[config.mk]
export PLATFORM = sky130hd
export DESIGN_NAME = bcd_to_bin_flat
export DESIGN_NICKNAME = d
export VERILOG_FILES = /design/src/rtl/bcd_to_bin_if.sv /design/src/rtl/bcd_to_bin.sv /design/src/flat_wrapper.sv
export SDC_FILE = /design/constraint.sdc
export NUM_CORES = 1
export LEC_CHECK = 0
export ABC_AREA = 1
export ABC_CLOCK_PERIOD_IN_PS = 1700
export CAP_MARGIN = 10
export CORE_MARGIN = 5
export CORE_UTILIZATION = 25
export DETAILED_ROUTE_END_ITERATION = 10
export GPL_TIMING_DRIVEN = 0
export PLACE_DENSITY = 0.52
export SLEW_MARGIN = 15
export SYNTH_ARGS = -nofsm -noshare
export SYNTH_HDL_FRONTEND = slang
export SYNTH_SLANG_ARGS = --single-unit
[constraint.sdc]
create_clock -name clk -period 1.7 [get_ports clk]
set_input_delay 0.34 -clock clk [delete_from_list [all_inputs] [get_ports clk]]
set_output_delay 0.34 -clock clk [all_outputs]
set_load 0.01 [all_outputs]
[src/rtl/bcd_to_bin_if.sv]
// bcd_to_bin_if: start/digit request and busy/done/result response bundle for bcd_to_bin
//   master: drives start, Hundreds, Tens, Ones; observes busy, done, binary, overflow, err
//   slave : the converter side of the same signals
interface bcd_to_bin_if;
    logic       start;
    logic [3:0] Hundreds;
    logic [3:0] Tens;
    logic [3:0] Ones;
    logic       busy;
    logic       done;
    logic [9:0] binary;
    logic       overflow;
    logic       err;
    modport master(output start, Hundreds, Tens, Ones, input busy, done, binary, overflow, err);
    modport slave(input start, Hundreds, Tens, Ones, output busy, done, binary, overflow, err);
endinterface

[src/rtl/bcd_to_bin.sv]
// bcd_to_bin: sequential 3-digit BCD to 10-bit binary converter (reverse double-dabble, 10 cycles)
//   clk, reset (sync, active-high)
//   b.start/Hundreds/Tens/Ones in; b.busy, b.done (1-cycle pulse), b.binary, b.overflow (> OUT_LIMIT), b.err out
//   BCD2BIN_DIGIT_CHECK_EN: when defined, digits > 9 finish one cycle after acceptance with err=1
module bcd_to_bin #(
    parameter int OUT_LIMIT = 255
) (
    input  logic            clk,
    input  logic            reset,
    bcd_to_bin_if.slave     b
);
    typedef enum logic {IDLE, RUN} state_t;
    state_t      state, state_n;
    logic [21:0] sr, sr_n, s, c;
    logic [3:0]  cnt, cnt_n;
    logic        busy, busy_n, done, done_n, ovf, ovf_n;
    logic [9:0]  bin, bin_n;
`ifdef BCD2BIN_DIGIT_CHECK_EN
    logic        err, err_n, bad, bad_n;
`endif
    // one iteration: shift right, then pull each BCD nibble that reached >= 8 back by 3
    always_comb begin
        s = {1'b0, sr[21:1]};
        c = {s[21:18] >= 4'd8 ? s[21:18] - 4'd3 : s[21:18],
             s[17:14] >= 4'd8 ? s[17:14] - 4'd3 : s[17:14],
             s[13:10] >= 4'd8 ? s[13:10] - 4'd3 : s[13:10],
             s[9:0]};
    end
    always_comb begin
        state_n = state;
        sr_n    = sr;
        cnt_n   = cnt;
        busy_n  = busy;
        done_n  = 1'b0;
        bin_n   = bin;
        ovf_n   = ovf;
`ifdef BCD2BIN_DIGIT_CHECK_EN
        err_n   = err;
        bad_n   = bad;
`endif
        if (state == IDLE) begin
            if (b.start) begin
                sr_n    = {b.Hundreds, b.Tens, b.Ones, 10'd0};
                cnt_n   = 4'd0;
                busy_n  = 1'b1;
                state_n = RUN;
`ifdef BCD2BIN_DIGIT_CHECK_EN
                bad_n   = b.Hundreds > 4'd9 || b.Tens > 4'd9 || b.Ones > 4'd9;
`endif
            end
        end else begin
            sr_n  = c;
            cnt_n = cnt + 4'd1;
`ifdef BCD2BIN_DIGIT_CHECK_EN
            if (bad) begin
                bin_n   = 10'd0;
                ovf_n   = 1'b0;
                err_n   = 1'b1;
                done_n  = 1'b1;
                busy_n  = 1'b0;
                state_n = IDLE;
            end else
`endif
            if (cnt == 4'd9) begin
                bin_n   = c[9:0];
                ovf_n   = {22'd0, c[9:0]} > OUT_LIMIT;
                done_n  = 1'b1;
                busy_n  = 1'b0;
                state_n = IDLE;
`ifdef BCD2BIN_DIGIT_CHECK_EN
                err_n   = 1'b0;
`endif
            end
        end
    end
    always_ff @(posedge clk) begin
        if (reset) begin
            state <= IDLE;
            sr    <= '0;
            cnt   <= '0;
            busy  <= 1'b0;
            done  <= 1'b0;
            bin   <= '0;
            ovf   <= 1'b0;
`ifdef BCD2BIN_DIGIT_CHECK_EN
            err   <= 1'b0;
            bad   <= 1'b0;
`endif
        end else begin
            state <= state_n;
            sr    <= sr_n;
            cnt   <= cnt_n;
            busy  <= busy_n;
            done  <= done_n;
            bin   <= bin_n;
            ovf   <= ovf_n;
`ifdef BCD2BIN_DIGIT_CHECK_EN
            err   <= err_n;
            bad   <= bad_n;
`endif
        end
    end
    assign b.busy     = busy;
    assign b.done     = done;
    assign b.binary   = bin;
    assign b.overflow = ovf;
`ifdef BCD2BIN_DIGIT_CHECK_EN
    assign b.err      = err;
`else
    assign b.err      = 1'b0;
`endif
endmodule

[src/flat_wrapper.sv]
// flat-port wrapper written by rule: the top's interface ports become plain ports
module bcd_to_bin_flat 
#(
    parameter int OUT_LIMIT = 255
)
  (clk, reset, b_start, b_Hundreds, b_Tens, b_Ones, b_busy, b_done, b_binary, b_overflow, b_err);
  bcd_to_bin_if b_i ();
  input  logic clk;
  input  logic reset;
  input wire logic [$bits(b_i.start)-1:0] b_start;
  input wire logic [$bits(b_i.Hundreds)-1:0] b_Hundreds;
  input wire logic [$bits(b_i.Tens)-1:0] b_Tens;
  input wire logic [$bits(b_i.Ones)-1:0] b_Ones;
  output wire logic [$bits(b_i.busy)-1:0] b_busy;
  output wire logic [$bits(b_i.done)-1:0] b_done;
  output wire logic [$bits(b_i.binary)-1:0] b_binary;
  output wire logic [$bits(b_i.overflow)-1:0] b_overflow;
  output wire logic [$bits(b_i.err)-1:0] b_err;
  assign b_i.start = b_start;
  assign b_i.Hundreds = b_Hundreds;
  assign b_i.Tens = b_Tens;
  assign b_i.Ones = b_Ones;
  assign b_busy = b_i.busy;
  assign b_done = b_i.done;
  assign b_binary = b_i.binary;
  assign b_overflow = b_i.overflow;
  assign b_err = b_i.err;
  bcd_to_bin #(.OUT_LIMIT(OUT_LIMIT)) u_core (.clk(clk), .reset(reset), .b(b_i));
endmodule
==> flow_summary.toml <==
[timing]
period_share = 0.890
layout_setup_ws_ns = 0.187
min_period_ns = 1.51
setup-violations-final = 0
fmax_mhz = 661
worst_pin_slew_ns = 0.539
fin_worst_skew_ns = 0.00869
maxSlewViolCount = 0
hold_violations = 0
slew_headroom = 0.640
timing.hold.ws_ns = 0.450
rsz0062_at_grt = "no"

[routing]
drt_iter0_markers = 54
route.detailed.drc = 0
drtPass1Iterations = 4
detail-route-antenna-nets = 0
wirelength_um = 4070
wl_per_cell_um = 10.8
drt-vias-per-instance = 4.07
vias = 1540

[cts]
clkSlewWorstSetupHoldPaths_ns = 0.08
hold_buffers = 0
cts_tree = "done"
cts.sinks = 39
cts-buffers-inserted = 5
clock_path_buffers = 2
cts_resized = 0
cts_root_buf = "clkbuf_8"
insertion_delay_ns = 0.29
post_cts_buffers = 0
htree_levels = 2

[floorplanning]
die_h_um = 93.8
die_area_um2 = 8800
pin_count = 29
rows = 30
coreArea_um2 = 6830
start_util = 0.257
die_x_um = 93.8

[global_route]
track_usage = 0.0970
grt_overflow = 0
grt_max_degree = 14
antenna_found_initial = 0
grt_pass1_vias = 1446
grt_pass1_wl_um = 6730

[setup_path]
r2r_start = "u_core.cnt[1]"
crit_chain = "clkdlybuf4s50_1"
worstPathArrival_ns = 1.17
crit_fanout = 2
ff2ff_path_depth = 7
cpMaxStageDelayCell = "clkdlybuf4s50_1"
critPathMaxStageDelay_ns = 0.54
critPathTopFamily = "buffers and inverters"
endpoint_kind = "output pin"
r2r_slack_ns = 0.46
timing.rr.end = "u_core.b.binary[1]"
setup.worst_path.start_class = "register"
path_class = "reg2out"
cp.required_ns = 1.36
cp_num_buf_inv = 1

[synthesis]
ys_warn_count = 0
syn_area_um2 = 1760
netlist-cell-type-count = 25
synth-seq-area-share = 0.445
syn-num-nets = 268
ys_ff_latch = 39
syn_inst = 247
syn_area_per_cell_um2 = 7.11

[power]
seqPwrFrac = 0.535
power_switching_mw = 0.487
p_int_mw = 1.31
power_mw = 1.80
clkPwrFrac = 0.351
netSwitchingFraction = 0.270
leakage_nw = 0.945
p_per_area_nw_per_um2 = 806
peakVddDrop_mv = 0.283
power_frac_comb = 0.114

[placed_design]
hpwl_um = 3000
port_buffers = 27
dpl_cell_area_um2 = 2150
pre_cts_slack_ns = -0.0763
place.gp.congestion = 0.792

[final_layout]
syn_to_final_growth_pct = 27.3
post-route-cell-area_um2 = 2230
final_layout_size_suffix_gt1_frac = 0.110
antenna_cells = 0
utilization = 0.327
nets = 302

[hold_path]
hold_end = "u_core.b.binary[0]"
hold_path.startpoint = "u_core.sr[1]"
min_path_cells = 2
hp-class = "reg2reg"

[status]
outcome = "finished clean"

[run]
drv_cap = 0
[how the worst max path moves through the flow]
stage	start	end	slack, ns	depth (start not counted)
2_1_floorplan	u_core.cnt[1]	u_core.b.binary[1]	0.61	7
5_1_grt	u_core.b.binary[7]	b_binary[7]	0.11	1
6_report	u_core.b.binary[9]	b_binary[9]	0.19	1
3_3_place_gp	reset	u_core.b.binary[1]	-0.08	5
3_5_place_dp	reset	u_core.b.binary[2]	-0.08	5
4_1_cts	u_core.b.binary[9]	b_binary[9]	0.17	1
[worst min-delay path, cell delays in order (launching register included)]
cell	delay, ns
dfxtp_1	0.31
nand2_1	0.06
nand2_1	0.04
[cell usage after synthesis, drive strengths merged]
cell | number | share of area
buf | 11 | 0.045
inv | 20 | 0.043
conb | 1 | 0.0021
clkinv | 3 | 0.0064
nor4 | 1 | 0.0036
nor3 | 1 | 0.0057
or2 | 2 | 0.0071
nor3b | 1 | 0.0043
nand3 | 23 | 0.066
nor2 | 21 | 0.052
nand2 | 94 | 0.20
nand4 | 1 | 0.0071
o21ai | 6 | 0.017
dfxtp | 39 | 0.44
a21oi | 17 | 0.053
ha | 6 | 0.043
[per-layer routing]
metal  up-vias  routed length [um]  part of all wire  global-route usage
met5         -                   0                 0                   0
met4         0                  34            0.0083              0.0361
met3         4                 157             0.039              0.0264
met2        22                1980              0.49               0.157
met1       682                1900              0.47               0.122
li1        832                   -                 -                   -
[layout make-up]
type | instances | area [um2]
fillers | 756 | 4600
multi-input cells | 174 | 810
flip-flops and latches | 39 | 781
repair buffers | 27 | 270
well taps | 96 | 120
inverters | 23 | 86.3
plain buffers | 11 | 78.8
clock buffers | 5 | 68.8
clock inverters | 3 | 20.0
[cell families (layout without fill, tap and decap cells)]
group / Yosys count / in the layout / synth area share
fa+ha+maj: 6 / 6 / 0.0428
flops: 39 / 39 / 0.445
buf+inv: 34 / 69 / 0.0941
other cells: 1 / 1 / 0.00214
compound gates: 23 / 23 / 0.0699
simple gates: 144 / 144 / 0.346
[cell usage in the layout, fill, tap and decap left out, types with 3 or more instances in the layout]
cell type,synthesis,layout
clkinv_1,3,3
nand3_1,23,23
clkbuf_8,0,5
nor2_1,18,18
o21ai_0,4,4
ha_1,6,6
buf_2,3,3
a21oi_1,15,15
inv_2,5,5
clkdlybuf4s50_1,0,27
nand2_1,94,94
buf_4,5,5
inv_1,15,15
dfxtp_1,39,39
[state kept, by name, summed over array words and instances, names as in the netlist]
signal             flops
u_core.b.binary       10
u_core.b.busy          1
u_core.b.done          1
u_core.b.overflow      1
u_core.cnt             4
u_core.sr             21
u_core.state           1
[power by group through the flow]
stage          registers (mW)  logic [mW]  clock network [mW]
3_3_place_gp            0.984       0.206                   0
4_1_cts                 0.964       0.209               0.651
5_1_grt                 0.968       0.233               0.691
6_report                0.964       0.205               0.631
3_5_place_dp            0.985       0.208                   0
2_1_floorplan           0.980       0.130                   0
[metrics by stage]
| stage | std cells | TNS [ns] |
|---|---|---|
| after floorplan | 247 | 0 |
| after global placement | 370 | -0.561 |
| after detailed placement | 370 | -0.509 |
| after CTS | 378 | 0 |
| after global routing | 378 | 0 |
| final | 378 | 0 |
(Power assumes the default switching activity.)
